### src/rtl/gray_cnt_pkg.sv
// rtl/gray_cnt_pkg.sv - shared constants and Gray conversion for the multi-digit Gray counter
package gray_cnt_pkg;

  localparam int DIGITS_MIN  = 1;
  localparam int DIGITS_MAX  = 8;
  localparam int DIGIT_W_MIN = 2;
  localparam int DIGIT_W_MAX = 6;
  localparam int DIGIT_MOD_MIN = 2;

  localparam logic DIR_UP = 1'b1;
  localparam logic DIR_DN = 1'b0;

  // Reflected Gray code of the low 'width' bits of value; upper bits are forced to zero.
  function automatic logic [7:0] bin2gray(input logic [7:0] value, input int width);
    logic [7:0] mask;
    mask = 8'((9'd1 << width) - 9'd1);
    return (value ^ (value >> 1)) & mask;
  endfunction

endpackage

### src/rtl/gray_cnt_digit.sv
// rtl/gray_cnt_digit.sv - one modulo-DIGIT_MOD up/down digit with registered binary and Gray outputs
module gray_cnt_digit
  import gray_cnt_pkg::*;
#(
  parameter int DIGIT_W   = 4,
  parameter int DIGIT_MOD = 16
) (
  input  logic               clk,
  input  logic               rst_n,
  input  logic               step,
  input  logic               dir,
  input  logic               clr,
  input  logic               load,
  input  logic [DIGIT_W-1:0] load_val,
  output logic [DIGIT_W-1:0] bin,
  output logic [DIGIT_W-1:0] gray,
  output logic               at_max,
  output logic               at_min
);

  localparam logic [DIGIT_W-1:0] TERM = DIGIT_W'(DIGIT_MOD - 1);

  logic [DIGIT_W-1:0] bin_next;
  logic [DIGIT_W-1:0] gray_next;

  assign at_max = (bin == TERM);
  assign at_min = (bin == '0);

  always_comb begin
    bin_next = bin;
    if (clr) begin
      bin_next = '0;
    end else if (load) begin
      bin_next = (load_val > TERM) ? TERM : load_val;
    end else if (step) begin
      if (dir == DIR_UP) begin
        bin_next = at_max ? '0 : bin + 1'b1;
      end else begin
        bin_next = at_min ? TERM : bin - 1'b1;
      end
    end
  end

  // Gray is derived from the next binary value so both outputs move on the same edge.
  assign gray_next = DIGIT_W'(bin2gray(8'(bin_next), DIGIT_W));

  always_ff @(negedge clk or negedge rst_n) begin
    if (!rst_n) begin
      bin  <= '0;
      gray <= '0;
    end else begin
      bin  <= bin_next;
      gray <= gray_next;
    end
  end

endmodule

### src/rtl/gray_multi_counter.sv
// rtl/gray_multi_counter.sv - N-digit up/down counter with per-digit Gray outputs, wrap or saturate
module gray_multi_counter
  import gray_cnt_pkg::*;
#(
  parameter int DIGITS    = 4,
  parameter int DIGIT_W   = 4,
  parameter int DIGIT_MOD = 16,
  parameter int SATURATE  = 0
) (
  input  logic                       clk,
  input  logic                       rst_n,
  input  logic                       en,
  input  logic                       dir,
  input  logic                       clr,
  input  logic                       load,
  input  logic [DIGITS*DIGIT_W-1:0]  load_val,
  output logic [DIGITS*DIGIT_W-1:0]  gray,
  output logic [DIGITS*DIGIT_W-1:0]  bin,
  output logic                       cout,
  output logic                       wrapped,
  output logic                       sat
);

  if (DIGITS < DIGITS_MIN || DIGITS > DIGITS_MAX) begin : g_bad_digits
    $fatal(1, "gray_multi_counter: DIGITS out of range");
  end
  if (DIGIT_W < DIGIT_W_MIN || DIGIT_W > DIGIT_W_MAX) begin : g_bad_width
    $fatal(1, "gray_multi_counter: DIGIT_W out of range");
  end
  if (DIGIT_MOD < DIGIT_MOD_MIN || DIGIT_MOD > (1 << DIGIT_W)) begin : g_bad_mod
    $fatal(1, "gray_multi_counter: DIGIT_MOD out of range");
  end

  logic [DIGITS-1:0] at_max;
  logic [DIGITS-1:0] at_min;
  logic [DIGITS-1:0] step;
  logic              term_up;
  logic              term_dn;
  logic              hold;

  assign term_up = &at_max;
  assign term_dn = &at_min;
  assign cout    = en & ~clr & ~load & ((dir == DIR_UP) ? term_up : term_dn);
  assign hold    = (SATURATE != 0) & cout;
  assign sat     = hold;

  // Ripple enable: a digit steps only when every lower digit sits at its extreme.
  for (genvar i = 0; i < DIGITS; i++) begin : g_digit
    if (i == 0) begin : g_first
      assign step[i] = en & ~hold;
    end else begin : g_rest
      assign step[i] = step[i-1] & ((dir == DIR_UP) ? at_max[i-1] : at_min[i-1]);
    end

    gray_cnt_digit #(
      .DIGIT_W   (DIGIT_W),
      .DIGIT_MOD (DIGIT_MOD)
    ) u_digit (
      .clk      (clk),
      .rst_n    (rst_n),
      .step     (step[i]),
      .dir      (dir),
      .clr      (clr),
      .load     (load),
      .load_val (load_val[i*DIGIT_W +: DIGIT_W]),
      .bin      (bin[i*DIGIT_W +: DIGIT_W]),
      .gray     (gray[i*DIGIT_W +: DIGIT_W]),
      .at_max   (at_max[i]),
      .at_min   (at_min[i])
    );
  end

  always_ff @(negedge clk or negedge rst_n) begin
    if (!rst_n) begin
      wrapped <= 1'b0;
    end else begin
      wrapped <= (SATURATE == 0) && cout;
    end
  end

endmodule

### config.mk
export PLATFORM = sky130hd
export DESIGN_NAME = gray_multi_counter
export DESIGN_NICKNAME = d
export VERILOG_FILES = /design/src/rtl/gray_cnt_pkg.sv /design/src/rtl/gray_cnt_digit.sv /design/src/rtl/gray_multi_counter.sv
export SDC_FILE = /design/constraint.sdc
export NUM_CORES = 1
export LEC_CHECK = 0
export ABC_AREA = 1
export BUFFER_PORTS_ARGS = -buffer_cell sky130_fd_sc_hd__buf_2
export CORE_ASPECT_RATIO = 0.9
export CORE_MARGIN = 5
export CORE_UTILIZATION = 50
export CTS_CLUSTER_SIZE = 16
export DETAILED_ROUTE_END_ITERATION = 16
export PLACE_DENSITY = 0.86
export SYNTH_ARGS = -nofsm -noshare
export SYNTH_HDL_FRONTEND = slang
export SYNTH_SLANG_ARGS = --single-unit
### constraint.sdc
create_clock -name clk -period 2.9 [get_ports clk]
set_input_delay 0 -clock clk [delete_from_list [all_inputs] [get_ports clk]]
set_output_delay 0 -clock clk [all_outputs]
set_load 0.02 [all_outputs]
After elaboration in Yosys (flattened, before gate mapping)

Cells that the tools add are included.

Reduce and logical (&&, ||, !) cells: 6
Eq/ne operators: 4
Bitwise gates (word level): 12
Add/sub/neg operators: 8
Multiplexer cells: 32
Order comparisons: 4

Operators with widths:

| kind                | number |
|---|---|
| $mux 4              | 28 |
| $add 4x1->4 const B | 4 |
| $eq 4x4->1 const B  | 4 |
| $gt 4x4->1 const B  | 4 |
| $logic_not 4->1     | 4 |
| $sub 4x1->4 const B | 4 |
| $xor 4x3->4         | 4 |
| $reduce_and 4->1    | 2 |
| $and 1x1->1         | 6 |
| $mux 1              | 4 |
| $not 1->1           | 2 |

Input bits: 22
Output and inout bits: 35
Register bits: 33

Depth between registers and ports, before layout

Gate-level depths: netlist of run 1.

Depth in word-level cells: 9
Mapped depth: 13
Mapped depth without buffers: 13

Cells and area by module

From an unflattened synthesis of run 1, not the netlist that was laid out.

Cell total of the unflattened synthesis: 326
Area, all modules: 2267.2 µm²

Modules (own cells, without submodules):

| module                                  | instances | area each (µm²) | sequential area each (µm²) | cells each |
|---|---|---|---|---|
| gray_cnt_digit (g_digit[0].u_digit ...) | 3         | 541.8           | 175.2                      | 75 |
| gray_cnt_digit (g_digit[3].u_digit)     | 1         | 498.0           | 175.2                      | 73 |
| gray_multi_counter                      | 1         | 143.9           | 25.0                       | 28 |

==> results of run 1 <==
==> cells by family (layout without fill, tap and decap cells) <==
family,count (synthesis),count (layout),synth area share [%]
other cells,1,1,0.167
xor+xnor,11,11,4.29
flops,29,29,32.3
buf+inv,53,128,10.5
compound gates,30,30,8.53
simple gates,186,186,39.7
fa+ha+maj,8,8,4.46
==> per-stage QoR <==
stage | hold WS [ns] | power (µW) | cell area (µm²) | std cells | setup WS (ns)
after floorplan | 0.194 | 757 | 2250 | 318 | -0.0762
after global placement | 0.515 | 882 | 2750 | 448 | 0.0238
after CTS | 0.486 | 1240 | 2850 | 455 | -0.266
final | 0.487 | 1230 | 2850 | 455 | -0.279
after global routing | 0.533 | 1300 | 2850 | 455 | -0.355
after detailed placement | 0.509 | 895 | 2750 | 448 | -0.0339
==> worst max-delay path, cell delays in order (launching register included) <==
cell and delay [ns]:
dfrtn_1 0.48, ha_1 0.19, nand3_1 0.11, or3_4 0.37
a21oi_4 0.16, buf_6 0.14
==> flip-flops by register name, summed over array words and instances (netlist names) <==
name	count
g_digit.u_digit.gray	12
wrapped	1
g_digit.u_digit.bin	16
==> worst min path at each step <==
stage          endpoint  cells after the start
2_1_floorplan      cout                      3
3_3_place_gp       cout                      5
3_5_place_dp       cout                      5
4_1_cts            cout                      5
5_1_grt            cout                      5
6_report           cout                      5
==> metal layers <==
| metal | share of wire [%] | wire (µm) | global-route usage (%) |
|---|---|---|---|
| met5 | 0 | 0 | 0 |
| met4 | 1.8 | 101 | 8.82 |
| met3 | 7.8 | 435 | 6.50 |
| met2 | 49 | 2770 | 36.9 |
| met1 | 41 | 2300 | 23.5 |
==> placed cells by master (no fill, tap or decap), drive strengths merged, types with 3 or more instances in the layout <==
| master | count |
|---|---|
| inv | 38 |
| nand2 | 98 |
| a21oi | 8 |
| ha | 8 |
| nand3 | 36 |
| o211ai | 3 |
| dfrtn | 29 |
| xor2 | 8 |
| clkbuf | 7 |
| xnor2 | 3 |
| o21ai | 15 |
| buf | 82 |
| o21bai | 3 |
| or2 | 6 |
| nand4 | 6 |
| nor2 | 38 |
==> cell type report <==
class,instances,area share (%)
multi-input combinational,236,45.8
clock buffer,7,3.03
inverter,39,5.13
timing repair buffer,82,17.9
sequential,29,25.4
tap,62,2.72
==> where the power goes <==
group / total (µW) / internal, µW / switching, µW
Combinational: 419 / 159 / 260
Clock: 334 / 188 / 147
Sequential: 473 / 448 / 25.0
==> repair_timing <==
item | in CTS | in global routing
setup buffers | 0 | 0
gates resized for setup | 6 | 1
endpoints found under the setup margin | 1 | 1
pin swaps | 2 | 0
==> summary.txt, run 1 <==
Status
  • Status: finished with violations
  • Failing checks: setup timing

Clocking
  • Number of CTS-inserted buffers: 5
  • H-Tree Level Count: 2
  • Worst skew pair latency: 0.29 ns
  • CTS Sinks: 29
  • Clock-pin transition on the worst setup and hold timing paths: 0.04 ns
  • TritonCTS clock tree: built
  • Clock Tree Root: clkbuf_8
  • Clock buffer depth: 2
  • Hold bufs inserted after CTS: 0

Final layout
  • Fin util: 64.8%
  • Area grow syn2layout: 27.2%
  • Layout cell share with drive strength beyond 1: 31.6%
  • Nets: 423
  • Register area: 726 µm²
  • FILL cells: 384
  • ANT cells: 0
  • Area of the multi-input gates: 1310 µm²

Timing
  • Setup TNS: -0.279 ns
  • Rel. slew slack: 56.6%
  • Worst-margin pin slew: 0.651 ns
  • Final Setup Violations: 1
  • Post-Route Skew: 0.00499 ns
  • PnR worst setup slack: -0.279 ns
  • Slew Viols, Final: 0
  • Final Hold Viols: 0
  • RSZ-0062 raised after global routing: yes

Worst setup path
  • Crit path max fanout: 4
  • Critical R2R Launch: g_digit[0].u_digit.bin[0]
  • CP Data Arrival Time: 3.18 ns
  • Crit path capture: cout
  • WP data required: 2.90 ns
  • Worst R2R Setup Slack: 0.92 ns
  • Setup crit end kind: output pin
  • Reg2reg path depth: 11
  • Reg2reg end: g_digit[1].u_digit.gray[2]
  • Critical Path Start Type: flop
  • Crit. Startpoint: g_digit[3].u_digit.bin[0]
  • Worst setup path class: reg -> out

Global route
  • GRT Total Usage: 21.0%
  • First-pass GRT wire length: 9.65 mm
  • Number of global-route vias before repair: 2222
  • Largest net degree at the start of global routing: 30
  • Grt total ovfl: 0
  • Initial antenna violation count: 0

Route
  • Total wire length: 5.61 mm
  • # DRC: 0
  • Final ANT Viol Nets: 0
  • Drt pass-1 iters: 4
  • Vias: 2254
  • Average vias per placed instance: 4.95
  • Starting DRC count in detailed routing: 148
  • Routed length per placed instance: 12.3 µm

Power
  • Highest ir drop seen on vdd: 278 µV
  • PD cells: 430 nW/µm²
  • Static leakage: 0.00162 µW

Yosys
  • Syn Area/Cell: 7.05 µm²
  • Register area share after synthesis: 32.3%
  • YS warnings: 0
  • Yosys top cell by area: dfrtn_1
  • Post-synth EDFFs: 0
  • Post-synth top area share: 32.3%
  • Syn nets: 348
  • Cells after Synth: 318
  • Top FF cell, synth: dfrtn_1
  • Area contributors post-synth: dfrtn_1, nand2_1, nand3_1, inv_1, nor2_1
  • Synth cell count leaders: nand2_1, inv_1, nor2_1
  • Yosys cell types: 33
  • Count leader, synth: nand2_1
  • Asr flop ratio synth: 100%
  • #FFs+latches synth: 29
  • Cell area after synthesis: 2240 µm²

Die
  • Core area: 4400 µm²
  • Rows: 23
  • Width of the die: 80.6 µm
  • Die height: 73.5 µm
  • Starting density of the core: 51.0%
  • Die area: 5930 µm²
  • Ports: 57

Min path
  • Worst hold path class: in -> out
  • HP Start: load

Placed design
  • HPWL Detailed: 4.41 mm
  • IO Port Bufs: 55
  • Final Wtd Congestion: 0.901

Run
  • MaxCap Viol Count: 0
No activity file was read; power rests on OpenSTA's default activity.
==> run 2: changes to the inputs <==
--- a/config.mk
+++ b/config.mk
@@ -10,8 +10,10 @@
 export CORE_ASPECT_RATIO = 0.9
 export CORE_MARGIN = 5
 export CORE_UTILIZATION = 50
+export CTS_BUF_LIST = sky130_fd_sc_hd__clkbuf_8
 export CTS_CLUSTER_SIZE = 16
 export DETAILED_ROUTE_END_ITERATION = 16
+export GPL_TIMING_DRIVEN = 1
 export PLACE_DENSITY = 0.86
 export SYNTH_ARGS = -nofsm -noshare
 export SYNTH_HDL_FRONTEND = slang
==> run 2 against run 1 <==
Net effect:
- the flow still finishes with violations (setup timing)
- total power down 0.29%
- critical path depth unchanged
- via count unchanged
- global-route usage unchanged
- final area unchanged
- first-iteration DRC count up 2.0%
- final cell count unchanged
- hold slack about the same
- critical endpoint unchanged
- largest cell class unchanged
==> summary.txt, run 2 (synthesis results as in run 1) <==
Route
  • Final ANT Viol Nets: 0 (unchanged)
  • # DRC: 0 (unchanged)
  • Drt pass-1 iters: 4 (unchanged)
  • Average vias per placed instance: 4.95 (unchanged)
  • Routed length per placed instance: 12.3 µm (-0.12%)
  • Vias: 2254 (unchanged)
  • Total wire length: 5.60 mm (-0.12%)
  • Starting DRC count in detailed routing: 151 (+2.0%)

Worst setup path
  • Crit path max fanout: 4 (unchanged)
  • Crit. Startpoint: g_digit[3].u_digit.bin[0]
  • Critical Path Start Type: flop
  • Setup crit end kind: output pin
  • Worst setup path class: reg -> out
  • Critical R2R Launch: g_digit[0].u_digit.bin[0]
  • Reg2reg path depth: 11 (unchanged)
  • Reg2reg end: g_digit[1].u_digit.gray[2]
  • Crit path capture: cout
  • CP Data Arrival Time: 3.18 ns (about the same)
  • Worst R2R Setup Slack: 0.92 ns (about the same)
  • WP data required: 2.90 ns (about the same)

Min path
  • Worst hold path class: in -> out

Placed design
  • HPWL Detailed: 4.41 mm (unchanged)
  • IO Port Bufs: 55 (unchanged)
  • Pre-CTS setup slack: -0.0339 ns (unchanged)
  • Final Wtd Congestion: 0.901 (unchanged)

Die
  • Die area: 5930 µm² (unchanged)
  • Starting density of the core: 51.0% (unchanged)
  • Ports: 57 (unchanged)
  • Width of the die: 80.6 µm (unchanged)
  • Rows: 23 (unchanged)
  • Die height: 73.5 µm (unchanged)
  • Core area: 4400 µm² (unchanged)

Global route
  • Grt total ovfl: 0 (unchanged)
  • First-pass GRT wire length: 9.65 mm (unchanged)
  • Largest net degree at the start of global routing: 30 (unchanged)
  • Number of global-route vias before repair: 2222 (unchanged)
  • GRT Total Usage: 21.0% (unchanged)
  • Initial antenna violation count: 0 (unchanged)

Timing
  • Worst-margin pin slew: 0.651 ns (-0.0000362 ns)
  • RSZ-0062 raised after global routing: yes
  • Slew Viols, Final: 0 (unchanged)
  • Setup TNS: -0.279 ns (-0.000238 ns)
  • Final Hold Viols: 0 (unchanged)
  • Final Setup Violations: 1 (unchanged)
  • PnR worst setup slack: -0.279 ns (-0.000238 ns)
  • Rel. slew slack: 56.6% (about the same)
  • Hold Slack: 0.487 ns (+0.0000130 ns)
  • Post-Route Skew: 0.00499 ns (unchanged)

Run
  • MaxCap Viol Count: 0 (unchanged)

Clocking
  • Worst skew pair latency: 0.29 ns (about the same)
  • CTS Sinks: 29 (unchanged)
  • Clock-pin transition on the worst setup and hold timing paths: 0.04 ns (about the same)
  • Clock buffer depth: 2 (unchanged)
  • Clock Tree Root: clkbuf_8
  • Number of CTS-inserted buffers: 5 (unchanged)
  • H-Tree Level Count: 2 (unchanged)
  • Hold bufs inserted after CTS: 0 (unchanged)
  • TritonCTS clock tree: built

Final layout
  • Top reg by flops: g_digit.u_digit.bin
  • Most common cell after layout, fill and taps aside: nand2_1
  • Most frequent cells in the layout: nand2_1, buf_2, inv_1
  • Fin util: 64.8% (unchanged)
  • Top flop regs: g_digit.u_digit.bin (16), g_digit.u_digit.gray (12), wrapped (1)
  • Layout cell share with drive strength beyond 1: 31.6% (unchanged)
  • FILL cells: 384 (unchanged)
  • Nets: 423 (unchanged)
  • Largest register FFs: 16 (unchanged)
  • Register area: 726 µm² (unchanged)
  • Area of the multi-input gates: 1310 µm² (unchanged)
  • Area grow syn2layout: 27.2% (unchanged)
  • ANT cells: 0 (unchanged)

Power
  • Highest ir drop seen on vdd: 278 µV (about the same)
  • Total power: 1220 µW (-0.29%)
  • Static leakage: 0.00162 µW (+0.26%)
  • PD cells: 428 nW/µm² (-0.29%)

Status
  • Failing checks: setup timing
  • Status: finished with violations
-- run 2: cell count changes in the layout (fill, tap and decap cells not counted), sizes merged --
| cell | before | now |
|---|---|---|
| inv | 38 | 39 |
| clkbuf | 7 | 6 |
-- run 2: power by group --
part           internal [µW]  leakage (µW)  switching [µW]
sequential               448      0.000370            25.0
combinational            159       0.00120             260
clock                    184     0.0000485             147
total                    791       0.00162             431
-- run 2: how the worst min path moves through the flow --
stage,startpoint,end,slack (ns),depth (start not counted)
after global placement,load,cout,0.51,5
after detailed placement,load,cout,0.51,5
after floorplan,load,cout,0.19,3
after CTS,load,cout,0.49,5
final,load,cout,0.49,5
after global routing,load,cout,0.53,5
-- run 2: per-stage QoR --
stage | std cells | cell area [µm²]
after detailed placement | 448 | 2750
after floorplan | 318 | 2250
after global routing | 455 | 2850
final | 455 | 2850
after global placement | 448 | 2750
after CTS | 455 | 2850
-- run 2: layout make-up --
cell class              instances  share of cell area [%]
clock buffers                   6                    2.89
clock inverters                 1                   0.132
inverters                      39                    5.13
multi-input cells             236                    45.8
flip-flops and latches         29                    25.4
well taps                      62                    2.72
repair buffers                 82                    17.9
-- run 2: routing by layer --
layer  track usage [%]  vias to the layer above  part of all wire [%]  wire (µm)
met5                 0                        -                     0          0
met4              8.82                        0                   1.8        101
met3              6.50                        9                   7.8        435
met2              36.9                       67                    49       2770
met1              23.5                     1027                    41       2300
li1                  -                     1151                     -          -
-- run 2: what timing repair did --
item	4_1_cts	5_1_grt
endpoints found under the setup margin	1	1
gates resized for setup	6	1
pin swaps	2	0
setup buffers	0	0
-- run 2: critical path, stage by stage (launching register included) --
cell	delay (ns)
dfrtn_1	0.48
ha_1	0.19
nand3_1	0.11
or3_4	0.37
a21oi_4	0.16
buf_6	0.14
